[src/rtl/axis_div_responder.sv]
// rtl/axis_div_responder.sv - iterative radix-2 restoring divider, AXI-stream operand/result responder
module axis_div_responder #(
  parameter int SIGNED = 1,
  parameter int DATA_W = 32
) (
  input  logic                  aclk,
  input  logic                  aresetn,
  input  logic                  s_axis_dividend_tvalid,
  output logic                  s_axis_dividend_tready,
  input  logic [DATA_W-1:0]     s_axis_dividend_tdata,
  input  logic                  s_axis_divisor_tvalid,
  output logic                  s_axis_divisor_tready,
  input  logic [DATA_W-1:0]     s_axis_divisor_tdata,
  output logic                  m_axis_dout_tvalid,
  output logic [2*DATA_W-1:0]   m_axis_dout_tdata
);

  localparam int CNT_W = (DATA_W > 1) ? $clog2(DATA_W) : 1;
  localparam logic [CNT_W-1:0] CNT_LAST = CNT_W'(DATA_W - 1);
  localparam logic IS_SIGNED = (SIGNED != 0);

  typedef enum logic [1:0] {
    S_IDLE,
    S_CALC,
    S_FIX,
    S_DONE
  } state_e;

  state_e              state_q, state_d;
  logic                ready_en_q;
  logic                got_dvd_q, got_dvd_d;
  logic                got_dvs_q, got_dvs_d;
  logic [DATA_W-1:0]   dvd_q, dvd_d;      // raw dividend captured at its handshake
  logic [DATA_W-1:0]   dvs_q, dvs_d;      // raw divisor captured at its handshake
  logic [DATA_W-1:0]   rem_q, rem_d;      // partial remainder
  logic [DATA_W-1:0]   quo_q, quo_d;      // |dividend| shifting out, quotient shifting in
  logic [DATA_W-1:0]   div_q, div_d;      // |divisor|
  logic                qneg_q, qneg_d;
  logic                rneg_q, rneg_d;
  logic [CNT_W-1:0]    cnt_q, cnt_d;
  logic [2*DATA_W-1:0] dout_q, dout_d;

  logic                dvd_hs, dvs_hs;
  logic                have_dvd, have_dvs;
  logic [DATA_W-1:0]   dvd_eff, dvs_eff;
  logic                dvd_neg, dvs_neg;
  logic [DATA_W-1:0]   dvd_abs, dvs_abs;
  logic [DATA_W:0]     rem_sh;
  logic [DATA_W-1:0]   rem_sub;
  logic                rem_ge;

  assign s_axis_dividend_tready = ready_en_q & (state_q == S_IDLE) & ~got_dvd_q;
  assign s_axis_divisor_tready  = ready_en_q & (state_q == S_IDLE) & ~got_dvs_q;
  assign m_axis_dout_tvalid     = (state_q == S_DONE);
  assign m_axis_dout_tdata      = dout_q;

  assign dvd_hs   = s_axis_dividend_tvalid & s_axis_dividend_tready;
  assign dvs_hs   = s_axis_divisor_tvalid & s_axis_divisor_tready;
  assign have_dvd = got_dvd_q | dvd_hs;
  assign have_dvs = got_dvs_q | dvs_hs;

  // An operand arriving on the same edge that completes the pair is taken straight from the bus.
  assign dvd_eff = got_dvd_q ? dvd_q : s_axis_dividend_tdata;
  assign dvs_eff = got_dvs_q ? dvs_q : s_axis_divisor_tdata;
  assign dvd_neg = IS_SIGNED & dvd_eff[DATA_W-1];
  assign dvs_neg = IS_SIGNED & dvs_eff[DATA_W-1];
  // Most-negative input maps to 2^(W-1) as an unsigned magnitude.
  assign dvd_abs = dvd_neg ? -dvd_eff : dvd_eff;
  assign dvs_abs = dvs_neg ? -dvs_eff : dvs_eff;

  // The shifted remainder needs one extra bit when the divisor is above 2^(W-1).
  assign rem_sh  = {rem_q, quo_q[DATA_W-1]};
  assign rem_ge  = (rem_sh >= {1'b0, div_q});
  assign rem_sub = rem_sh[DATA_W-1:0] - div_q;

  // Ready enable: keeps both tready low until the first edge after reset release.
  always_ff @(posedge aclk or negedge aresetn) begin
    if (!aresetn) ready_en_q <= 1'b0;
    else          ready_en_q <= 1'b1;
  end

  // FSM state register.
  always_ff @(posedge aclk or negedge aresetn) begin
    if (!aresetn) state_q <= S_IDLE;
    else          state_q <= state_d;
  end

  // Operand capture, divider datapath and result registers.
  always_ff @(posedge aclk or negedge aresetn) begin
    if (!aresetn) begin
      got_dvd_q <= 1'b0;
      got_dvs_q <= 1'b0;
      dvd_q     <= '0;
      dvs_q     <= '0;
      rem_q     <= '0;
      quo_q     <= '0;
      div_q     <= '0;
      qneg_q    <= 1'b0;
      rneg_q    <= 1'b0;
      cnt_q     <= '0;
      dout_q    <= '0;
    end else begin
      got_dvd_q <= got_dvd_d;
      got_dvs_q <= got_dvs_d;
      dvd_q     <= dvd_d;
      dvs_q     <= dvs_d;
      rem_q     <= rem_d;
      quo_q     <= quo_d;
      div_q     <= div_d;
      qneg_q    <= qneg_d;
      rneg_q    <= rneg_d;
      cnt_q     <= cnt_d;
      dout_q    <= dout_d;
    end
  end

  // Next-state and datapath update for IDLE -> CALC (W steps) -> FIX -> DONE.
  always_comb begin
    state_d   = state_q;
    got_dvd_d = got_dvd_q;
    got_dvs_d = got_dvs_q;
    dvd_d     = dvd_q;
    dvs_d     = dvs_q;
    rem_d     = rem_q;
    quo_d     = quo_q;
    div_d     = div_q;
    qneg_d    = qneg_q;
    rneg_d    = rneg_q;
    cnt_d     = cnt_q;
    dout_d    = dout_q;
    case (state_q)
      S_IDLE: begin
        if (dvd_hs) begin
          got_dvd_d = 1'b1;
          dvd_d     = s_axis_dividend_tdata;
        end
        if (dvs_hs) begin
          got_dvs_d = 1'b1;
          dvs_d     = s_axis_divisor_tdata;
        end
        if (have_dvd && have_dvs) begin
          state_d = S_CALC;
          quo_d   = dvd_abs;
          div_d   = dvs_abs;
          rem_d   = '0;
          cnt_d   = '0;
          qneg_d  = dvd_neg ^ dvs_neg;
          rneg_d  = dvd_neg;
        end
      end
      S_CALC: begin
        quo_d = {quo_q[DATA_W-2:0], rem_ge};
        rem_d = rem_ge ? rem_sub : rem_sh[DATA_W-1:0];
        if (cnt_q == CNT_LAST) begin
          cnt_d   = '0;
          state_d = S_FIX;
        end else begin
          cnt_d = cnt_q + 1'b1;
        end
      end
      S_FIX: begin
        dout_d  = {(qneg_q ? -quo_q : quo_q), (rneg_q ? -rem_q : rem_q)};
        state_d = S_DONE;
      end
      S_DONE: begin
        state_d   = S_IDLE;
        got_dvd_d = 1'b0;
        got_dvs_d = 1'b0;
      end
      default: state_d = S_IDLE;
    endcase
  end

endmodule

[config.mk]
export PLATFORM = sky130hd
export DESIGN_NAME = axis_div_responder
export DESIGN_NICKNAME = d
export VERILOG_FILES = /design/src/rtl/axis_div_responder.sv
export SDC_FILE = /design/constraint.sdc
export NUM_CORES = 1
export LEC_CHECK = 0
export ABC_AREA = 1
export BUFFER_PORTS_ARGS = -buffer_cell sky130_fd_sc_hd__buf_2
export CORE_MARGIN = 2
export CORE_UTILIZATION = 55
export DETAILED_ROUTE_END_ITERATION = 7
export PLACE_DENSITY = 0.75
export SYNTH_ARGS = -nofsm -noshare
export SYNTH_HDL_FRONTEND = slang
export SYNTH_SLANG_ARGS = --single-unit
[constraint.sdc]
create_clock -name aclk -period 4.45 [get_ports aclk]
set_input_delay 0.445 -clock aclk [delete_from_list [all_inputs] [get_ports aclk]]
set_output_delay 0.445 -clock aclk [all_outputs]
set_load 0.02 [all_outputs]
==> flow_summary_export.csv <==
group,metric,value,unit
clocking,cts_inserted_buffers,26,
power_and_ir_drop,irDropWorstVdd,0.4071,mV
timing,fin_crit_sh,0.6922,
synth,netlist_top_cells_area,"dfrtp_1, nand2_1, inv_1, o21ai_0, nand3_1",
global_route,grt_usage,0.2955,
floorplanning,ios,135,
synth,syn_inst,2596,
cells_and_area,drive_gt1_frac,0.07678,
placement,portBuffers,134,
floorplanning,die_area,31570,µm²
synth,ys.flop_type,"dfrtp_1",
power_and_ir_drop,p_sw_frac,0.5177,
route,ant_nets,0,
synth,netlist.area_leader.share,0.3560,
route,drt-total-wl,45900,µm
power_and_ir_drop,p_comb_frac,0.593,
route,vias,16333,
cells_and_area,final_util,0.6175,
synth,syn-num-nets,2707,
timing,finalHoldWorstSlack,0.1733,ns
route,drc,0,
flow_run,maxCapViolCount,0,
worst_setup_path,crit_required,4.91,ns
timing,skew,0.007342,ns
worst_setup_path,crit_path_max_fanout,31,
clocking,path_clk_slew,0.06,ns
clocking,cts.repair.resized,0,
clocking,cts_tree,"yes",
cells_and_area,syn2layout_area_growth,10.32,%
clocking,clock_sinks,236,
status,status,"finished clean",
global_route,grt_pass1_wl,75690,µm
placement,globalplace.congestion,0.9275,
timing,hold_violations,0,
synth,syn_avg_cell_area,6.390,µm²
worst_setup_path,arrival,3.54,ns
route,viasPerCell,5.293,
timing,worst_slew_pin_slew,1.218,ns
synth,ys_seq_area_frac,0.3560,
timing,setup_viol,0,
floorplanning,die_h,177.7,µm
timing,rsz0062_at_grt,"no",
global_route,grt_overflow,0,
timing,drv_slew,0,
clocking,cts_root_buf,"clkbuf_16",
route,drt_iter0_drc,1514,
clocking,htree_levels,1,
floorplanning,num_rows,63,
synth,synth_area,16590,µm²
route,firstDrtPassIters,5,
clocking,insertion_delay,0.54,ns
timing,max-slew-margin-rel,0.1865,
power_and_ir_drop,switchingPower,7.700,mW
synth,synth_cell_types,42,
placement,dpl.hpwl,35270,µm
floorplanning,start_util,0.5597,
timing,fmax,0.3247,GHz
cells_and_area,layout.nets,2791,
power_and_ir_drop,clockPowerShare,0.134,
power_and_ir_drop,p_int,7.173,mW
route,wl_per_cell,14.87,µm
timing,setup_tns,0,ns
power_and_ir_drop,power_per_cell_area,812.7,nW/µm²
power_and_ir_drop,p_seq_frac,0.272,
synth,ys_warn_count,0,
clocking,clock_path_buffers,3,
worst_setup_path,cp-end-kind,"flop",
worst_setup_path,start_kind,"flop",
synth,synth_top_cell_by_area,"dfrtp_1",
worst_setup_path,worstSetupPathType,"flop to flop",
synth,async_reset_ff_frac,1.000,
synth,synth-seq-cells,236,
floorplanning,die_x,177.7,µm
power_and_ir_drop,leakagePower,9.872,nW
worst_hold_path,hold_class,"input pin to flop",
global_route,grt_max_degree,90,
timing,final.min_clock_period,3.080,ns
cells_and_area,antenna_cells,0,
global_route,antenna_found_initial,0,
synth,synth_enable_flop_cells,0,
global_route,grt_pass1_vias,14901,
floorplanning,coreArea,29640,µm²
[registers in the layout (all words and copies together), names as in the netlist]
register	cells
dvd_q	32
rneg_q	1
qneg_q	1
ready_en_q	1
got_dvs_q	1
state_q	2
div_q	32
rem_q	32
quo_q	32
cnt_q	5
got_dvd_q	1
m_axis_dout_tdata	64
dvs_q	32
[layout make-up]
type / count / area (µm²)
Clock inverter: 4 / 35.03
Fill cell: 2942 / 11340
Clock buffer: 40 / 743.2
Timing Repair Buffer: 153 / 850.8
Sequential cell: 236 / 5906
Tap cell: 390 / 488.0
Multi-Input combinational cell: 1897 / 8905
Inverter: 366 / 1374
[cell usage in the layout, fill, tap and decap left out, drive strengths merged, types with 4 or more instances in the layout]
master / synthesis / routed
clkbuf: 66 / 40
xnor2: 18 / 18
or2: 6 / 6
nand4: 28 / 28
xor2: 53 / 53
nand3: 220 / 220
o21bai: 5 / 5
o211ai: 10 / 10
o21ai: 252 / 252
clkinv: 3 / 6
nor3: 26 / 26
ha: 42 / 42
nor2: 221 / 221
buf: 31 / 152
a22oi: 4 / 4
nand3b: 9 / 9
a21oi: 76 / 76
nand2: 894 / 894
inv: 363 / 364
dfrtp: 236 / 236
a31oi: 17 / 17
[path summary, 6_finish.rpt]
path	startpoint	end	slack, ns	cells past startpoint
worst max-delay path	got_dvd_q$_DFFE_PN0P_	quo_q[22]$_DFFE_PN0P_	1.37	12
worst min-delay path	s_axis_divisor_tdata[31]	dvs_q[31]$_DFFE_PN0P_	0.17	2
worst max register to register	got_dvd_q$_DFFE_PN0P_	quo_q[22]$_DFFE_PN0P_	1.37	12
worst min register to register	m_axis_dout_tdata[57]$_DFFE_PN0P_	m_axis_dout_tdata[57]$_DFFE_PN0P_	0.47	2
max in group asynchronous	aresetn	div_q[27]$_DFFE_PN0P_	3.08	3
min in group asynchronous	aresetn	dvd_q[1]$_DFFE_PN0P_	0.47	2
[cells by family after synthesis]
logic type,Yosys count,synth area share
AND/OR/NAND/NOR,1411,0.3481
buffers and inverters,463,0.1075
AO/OA/AOI/OAI,370,0.1171
flip-flops,236,0.3560
XOR/XNOR,71,0.03748
adder cells (fa/ha/maj),43,0.03288
other,1,0.0002260
multiplexers,1,0.0006787
[cells in the mapped netlist, types with 2 or more instances]
cell / number
a21oi_1: 76
a22oi_1: 4
a31oi_1: 17
and2_1: 2
and3_1: 2
buf_1: 3
buf_2: 25
buf_4: 2
clkbuf_1: 66
clkinv_1: 3
dfrtp_1: 236
ha_1: 42
inv_1: 359
inv_2: 4
nand2_1: 892
nand2_2: 2
nand3_1: 219
nand3b_1: 9
nand4_1: 28
nor2_1: 221
nor3_1: 24
nor4_1: 2
o211ai_1: 10
o21a_1: 2
o21ai_0: 249
o21ai_2: 2
o21bai_1: 5
o22ai_1: 2
or2_2: 6
xnor2_1: 18
xor2_1: 53
[metrics by stage]
stage               cell area (µm²)  setup slack, ns  instances  total power [mW]
floorplan                     16590            2.090       2596             10.31
global placement              17510            1.450       3041             12.57
detailed placement            17510            1.447       3041             12.73
CTS                           18300            1.408       3086             14.79
global route                  18300            1.060       3086             16.31
finish                        18300            1.370       3086             14.87
[worst max-delay path, stage by stage, from the launching register on]
cell and delay (ns):
dfrtp_1 0.85, buf_4 0.42, nand2_1 0.09, nand2_1 0.17
ha_1 0.24, nand3_1 0.11, nand2_1 0.15, nand3_1 0.18
nor2_1 0.36, nand2_1 0.09, nand2_1 0.07, nand3_1 0.11
a21oi_1 0.16
[metal layers]
metal | track usage | part of all wire | wire (µm)
met5 | 0 | 0 | 0
met4 | 0.05396 | 0.014 | 659
met3 | 0.03385 | 0.073 | 3372
met2 | 0.4160 | 0.40 | 18140
met1 | 0.4836 | 0.52 | 23720
[power groups by stage]
| stage | combinational [mW] | clock (mW) | sequential [mW] |
|---|---|---|---|
| floorplan | 6.22 | 0 | 4.08 |
| global placement | 8.57 | 0 | 4.00 |
| detailed placement | 8.68 | 0 | 4.04 |
| CTS | 8.75 | 2.03 | 4.02 |
| global route | 10.0 | 2.11 | 4.17 |
| finish | 8.83 | 2.00 | 4.05 |
[what timing repair did]
action	CTS	global route
buffers inserted	0	0
hold buffers	1	0
endpoints found under the hold margin	80	0
endpoints found under the setup margin	0	0
Note: power is estimated with default switching activity, not from simulation.
